--- config.mk ---
export PLATFORM = sky130hd
export DESIGN_NAME = disp_sel_ctrl
export DESIGN_NICKNAME = d
export VERILOG_FILES = /design/src/rtl/disp_sel_ctrl.sv
export SDC_FILE = /design/constraint.sdc
export NUM_CORES = 1
export LEC_CHECK = 0
export BUFFER_PORTS_ARGS = -buffer_cell sky130_fd_sc_hd__buf_2
export CAP_MARGIN = 15
export CORE_MARGIN = 3
export CORE_UTILIZATION = 35
export DETAILED_ROUTE_END_ITERATION = 8
export SYNTH_ARGS = -nofsm -noshare
export SYNTH_HDL_FRONTEND = slang
export SYNTH_SLANG_ARGS = --single-unit
--- constraint.sdc ---
create_clock -name clk -period 1.9 [get_ports clk]
set_clock_uncertainty 0.2 [all_clocks]
set_input_delay 0.095 -clock clk [delete_from_list [all_inputs] [get_ports clk]]
set_output_delay 0.095 -clock clk [all_outputs]
set_load 0.005 [all_outputs]
--- src/rtl/disp_sel_ctrl.sv ---
// Display mux select controller for the alarm clock: chooses alarm vs current
// time, drives blink blanking and the alarm-edit flag, with inactivity timeout.
module disp_sel_ctrl #(
  parameter int unsigned TIMEOUT_S = 5,
  parameter int unsigned CNT_W     = 3
) (
  input  logic       clk,
  input  logic       rst,
  input  logic       tick,
  input  logic       show_req,
  input  logic       edit_req,
  input  logic       adj,
  input  logic       ring,
  output logic       sel,
  output logic       blank,
  output logic       edit,
  output logic [1:0] state
);

  // state | meaning
  // TIME  | current time shown, idle
  // VIEW  | alarm time shown, times out after TIMEOUT_S ticks
  // EDIT  | alarm time shown blinking, user editing, times out
  // RING  | alarm ringing, current time shown blinking
  typedef enum logic [1:0] {
    ST_TIME = 2'd0,
    ST_VIEW = 2'd1,
    ST_EDIT = 2'd2,
    ST_RING = 2'd3
  } state_e;

  localparam logic [CNT_W-1:0] CNT_MAX = CNT_W'(TIMEOUT_S - 1);

  state_e           state_q, state_d;
  logic [CNT_W-1:0] cnt_q, cnt_d;
  logic             blank_q, blank_d;
  logic             sel_q, sel_d;
  logic             edit_q, edit_d;

  always_comb begin
    state_d = state_q;
    cnt_d   = cnt_q;
    blank_d = blank_q;
    unique case (state_q)
      ST_TIME: begin
        if (ring)          state_d = ST_RING;
        else if (edit_req) state_d = ST_EDIT;
        else if (show_req) state_d = ST_VIEW;
      end
      ST_VIEW: begin
        if (ring)          state_d = ST_RING;
        else if (edit_req) state_d = ST_EDIT;
        else if (show_req) state_d = ST_TIME;
        else if (tick) begin
          if (cnt_q == CNT_MAX) state_d = ST_TIME;
          else                  cnt_d   = cnt_q + 1'b1;
        end
      end
      ST_EDIT: begin
        if (ring)          state_d = ST_RING;
        else if (edit_req) state_d = ST_TIME;
        else if (adj) begin
          // adjusting restarts the timeout but the blink keeps its rhythm
          cnt_d = '0;
          if (tick) blank_d = ~blank_q;
        end else if (tick) begin
          blank_d = ~blank_q;
          if (cnt_q == CNT_MAX) state_d = ST_TIME;
          else                  cnt_d   = cnt_q + 1'b1;
        end
      end
      ST_RING: begin
        if (!ring)     state_d = ST_TIME;
        else if (tick) blank_d = ~blank_q;
      end
      default: state_d = ST_TIME;
    endcase

    // any change of state is an entry: restart timeout and blink phase
    if (state_d != state_q) begin
      cnt_d   = '0;
      blank_d = 1'b0;
    end

    sel_d  = (state_d == ST_VIEW) || (state_d == ST_EDIT);
    edit_d = (state_d == ST_EDIT);
  end

  always_ff @(posedge clk) begin
    if (rst) begin
      state_q <= ST_TIME;
      cnt_q   <= '0;
      blank_q <= 1'b0;
      sel_q   <= 1'b0;
      edit_q  <= 1'b0;
    end else begin
      state_q <= state_d;
      cnt_q   <= cnt_d;
      blank_q <= blank_d;
      sel_q   <= sel_d;
      edit_q  <= edit_d;
    end
  end

  assign sel   = sel_q;
  assign blank = blank_q;
  assign edit  = edit_q;
  assign state = state_q;

endmodule

==> results.ini <==
[floorplan]
die_w_um=43.58
ioPinCount=12
die_y_um=43.58
initial_utilization_pct=40.64
rows=12
coreArea_um2=1216
dieArea_um2=1899

[final_layout]
fin_nets=85
final_cell_area_um2=608.1
syn_to_final_growth_pct=23.04
num_antenna_cells=0
drive_above_1_share_pct=26.03

[global_route]
first_global_vias=389
overflow=0
antenna_found_initial=0
grt_max_degree=11
grtUsageTotal_pct=11.26
grt_pass1_wl_um=1580

[pwr]
p_total_mw=0.3773
ir_drop_mv=0.3359
powerDensity_nw_per_um2=620.4
p_leak_nw=0.2366

[placed_design]
io_buffers=11
placed_cell_area_um2=551.8
place.gp.congestion=0.7184
place_hpwl_um=779.4

[drt]
drt-total-wl_um=1044
wl_per_cell_um=12.00
ant_nets=0
drtIter0Drc=14
viasPerCell=5.494
vias=478
first_pass_iters=4
drc=0

[logic_synthesis]
syn_nets=68
synth_cells=58
netlist_area_um2=494.2
synth_compound_area_share_pct=23.54
avgSynthCellArea_um2=8.521
synthTopCellsByCount=dfxtp_1 (8), a21oi_1 (4), nand2_1 (4)
synthAdderAreaFrac_pct=7.595
yosys-top-cells-area=dfxtp_1 (32%), ha_1 (7.6%), a21oi_1 (4.1%), nor2b_1 (3.8%), a211o_1 (3.5%)
synth_seq_cells=8
yosys.area_share.xor_xnor_pct=1.772
synth_mux_area_share_pct=2.278
yosys_warnings=0
synth.most_common_cell=dfxtp_1
yosysTopAreaCell=dfxtp_1
synthArstFlopShare_pct=0
synth-seq-area-share_pct=32.41
netlist.area_leader.share_pct=32.41
ys.flop_type=dfxtp_1
synth_edf_count=0
synth.distinct_cells=29
synth-simple-area-share_pct=27.09
synth_top_family_by_area=simple AND/OR/NAND/NOR gates

[min_path]
hold_depth=4
min_path_type=in -> reg

[clock_tree]
clockBufferDepth=2
cts_tree=built
h-tree-depth=1
clk_pin_slew_ps=50
cts_buffers=3
worst_skew_pair.late_latency_ps=250
clockRootBuffer=clkbuf_4
cts_sinks=8

[timing]
grt_setup_unrepaired=false
tightest_slew_ps=447.1
finalCriticalPeriod_ps=1758
final_hold_viol_count=0
final_max_slew_viol_count=0
maxSlewHeadroom_pct=70.19
fmaxAchievable_ghz=0.5689
setup_viol=0
finalCritPeriodShare_pct=92.52
setup_tns_ps=0

[worst_setup_path]
reg2reg_depth=7
crit_type=reg -> reg
path_max_fanout=4
critPathCaptureType=flop
setup.worst_path.start_class=flop
required_ps=1890
rrSetupSlack_ps=140
crit_arrival_ps=1750

[outcome]
outcome=completed

[flow_run]
drv_cap=0

==> routing by layer <==
metal	global-route usage [%]	routed length (um)	vias to the layer above
met4	7.229	6	0
li1	-	-	252
met2	15.99	438	15
met5	0	0	-
met1	14.11	524	209
met3	4.149	75	2
==> worst paths after layout <==
| kind | from | end |
|---|---|---|
| max | cnt_q[0]$_SDFFE_PP0P_ | sel$_SDFF_PP0_ |
| min | adj | cnt_q[1]$_SDFFE_PP0P_ |
| max reg2reg | cnt_q[0]$_SDFFE_PP0P_ | sel$_SDFF_PP0_ |
| min reg2reg | cnt_q[1]$_SDFFE_PP0P_ | cnt_q[1]$_SDFFE_PP0P_ |
==> registers in the layout (all words and copies together), names as in the netlist <==
name,flops
blank,1
cnt_q,3
edit,1
sel,1
state,2
==> critical path, stage by stage, from the launching register on <==
cell	delay, ps
dfxtp_1	360
inv_1	60
ha_1	230
and4b_1	200
nor4_1	180
a211o_1	160
ha_1	220
nor2_1	90
==> cell type report <==
cell class | count | area [um^2]
Multi-Input combinational cell | 45 | 311.5
Fill cell | 115 | 608.1
Sequential cell | 8 | 160.2
Tap cell | 14 | 17.52
Clock buffer | 3 | 22.52
Timing Repair Buffer | 14 | 85.08
Inverter | 3 | 11.26
==> power by group <==
part	leakage [nW]	internal [mW]	switching (mW)	total (mW)
Combinational	0.157	0.0325	0.0360	0.0686
Clock	0.0138	0.0720	0.0543	0.126
Sequential	0.0655	0.175	0.00754	0.182
==> logic make-up after synthesis <==
family | Yosys count
and+or+nand+nor | 22
AOI/OAI and AO/OA | 18
DFF | 8
buffers and inverters | 5
adders and majority gates | 3
xor gates and xnor gates | 1
muxes | 1
==> layout by cell type (no fill, tap or decap), types with 2 or more instances in the layout <==
cell type,Yosys,layout
nand2_1,4,4
a211o_1,2,2
clkbuf_4,0,3
o21ai_0,3,3
nor2_1,3,3
dfxtp_1,8,8
ha_1,3,3
a21oi_1,4,3
nand4_1,2,2
nor2b_1,3,3
inv_1,3,3
dlygate4sd3_1,0,3
a31oi_1,2,2
a211oi_1,2,2
a22oi_1,2,2
buf_2,0,11
==> stage by stage <==
stage / util (%) / std cells / setup WS [ps] / hold WS [ps]
5_1_grt: 50.00 / 87 / 13.06 / 92.51
6_report: 50.00 / 87 / 142.1 / 75.30
3_3_place_gp: 45.37 / 81 / 138.5 / 118.9
4_1_cts: 49.69 / 87 / 110.8 / 60.58
3_5_place_dp: 45.37 / 81 / 126.5 / 118.3
2_1_floorplan: - / 58 / 245.4 / -38.31
==> timing repair <==
| item | in CTS | in global routing |
|---|---|---|
| gates resized for setup | 0 | 1 |
| setup endpoints to repair | 0 | 1 |
| endpoints found under the hold margin | 5 | 0 |
| buffers inserted | 0 | 0 |
| hold buffers | 3 | 0 |
Note: power is estimated with default switching activity, not from simulation.
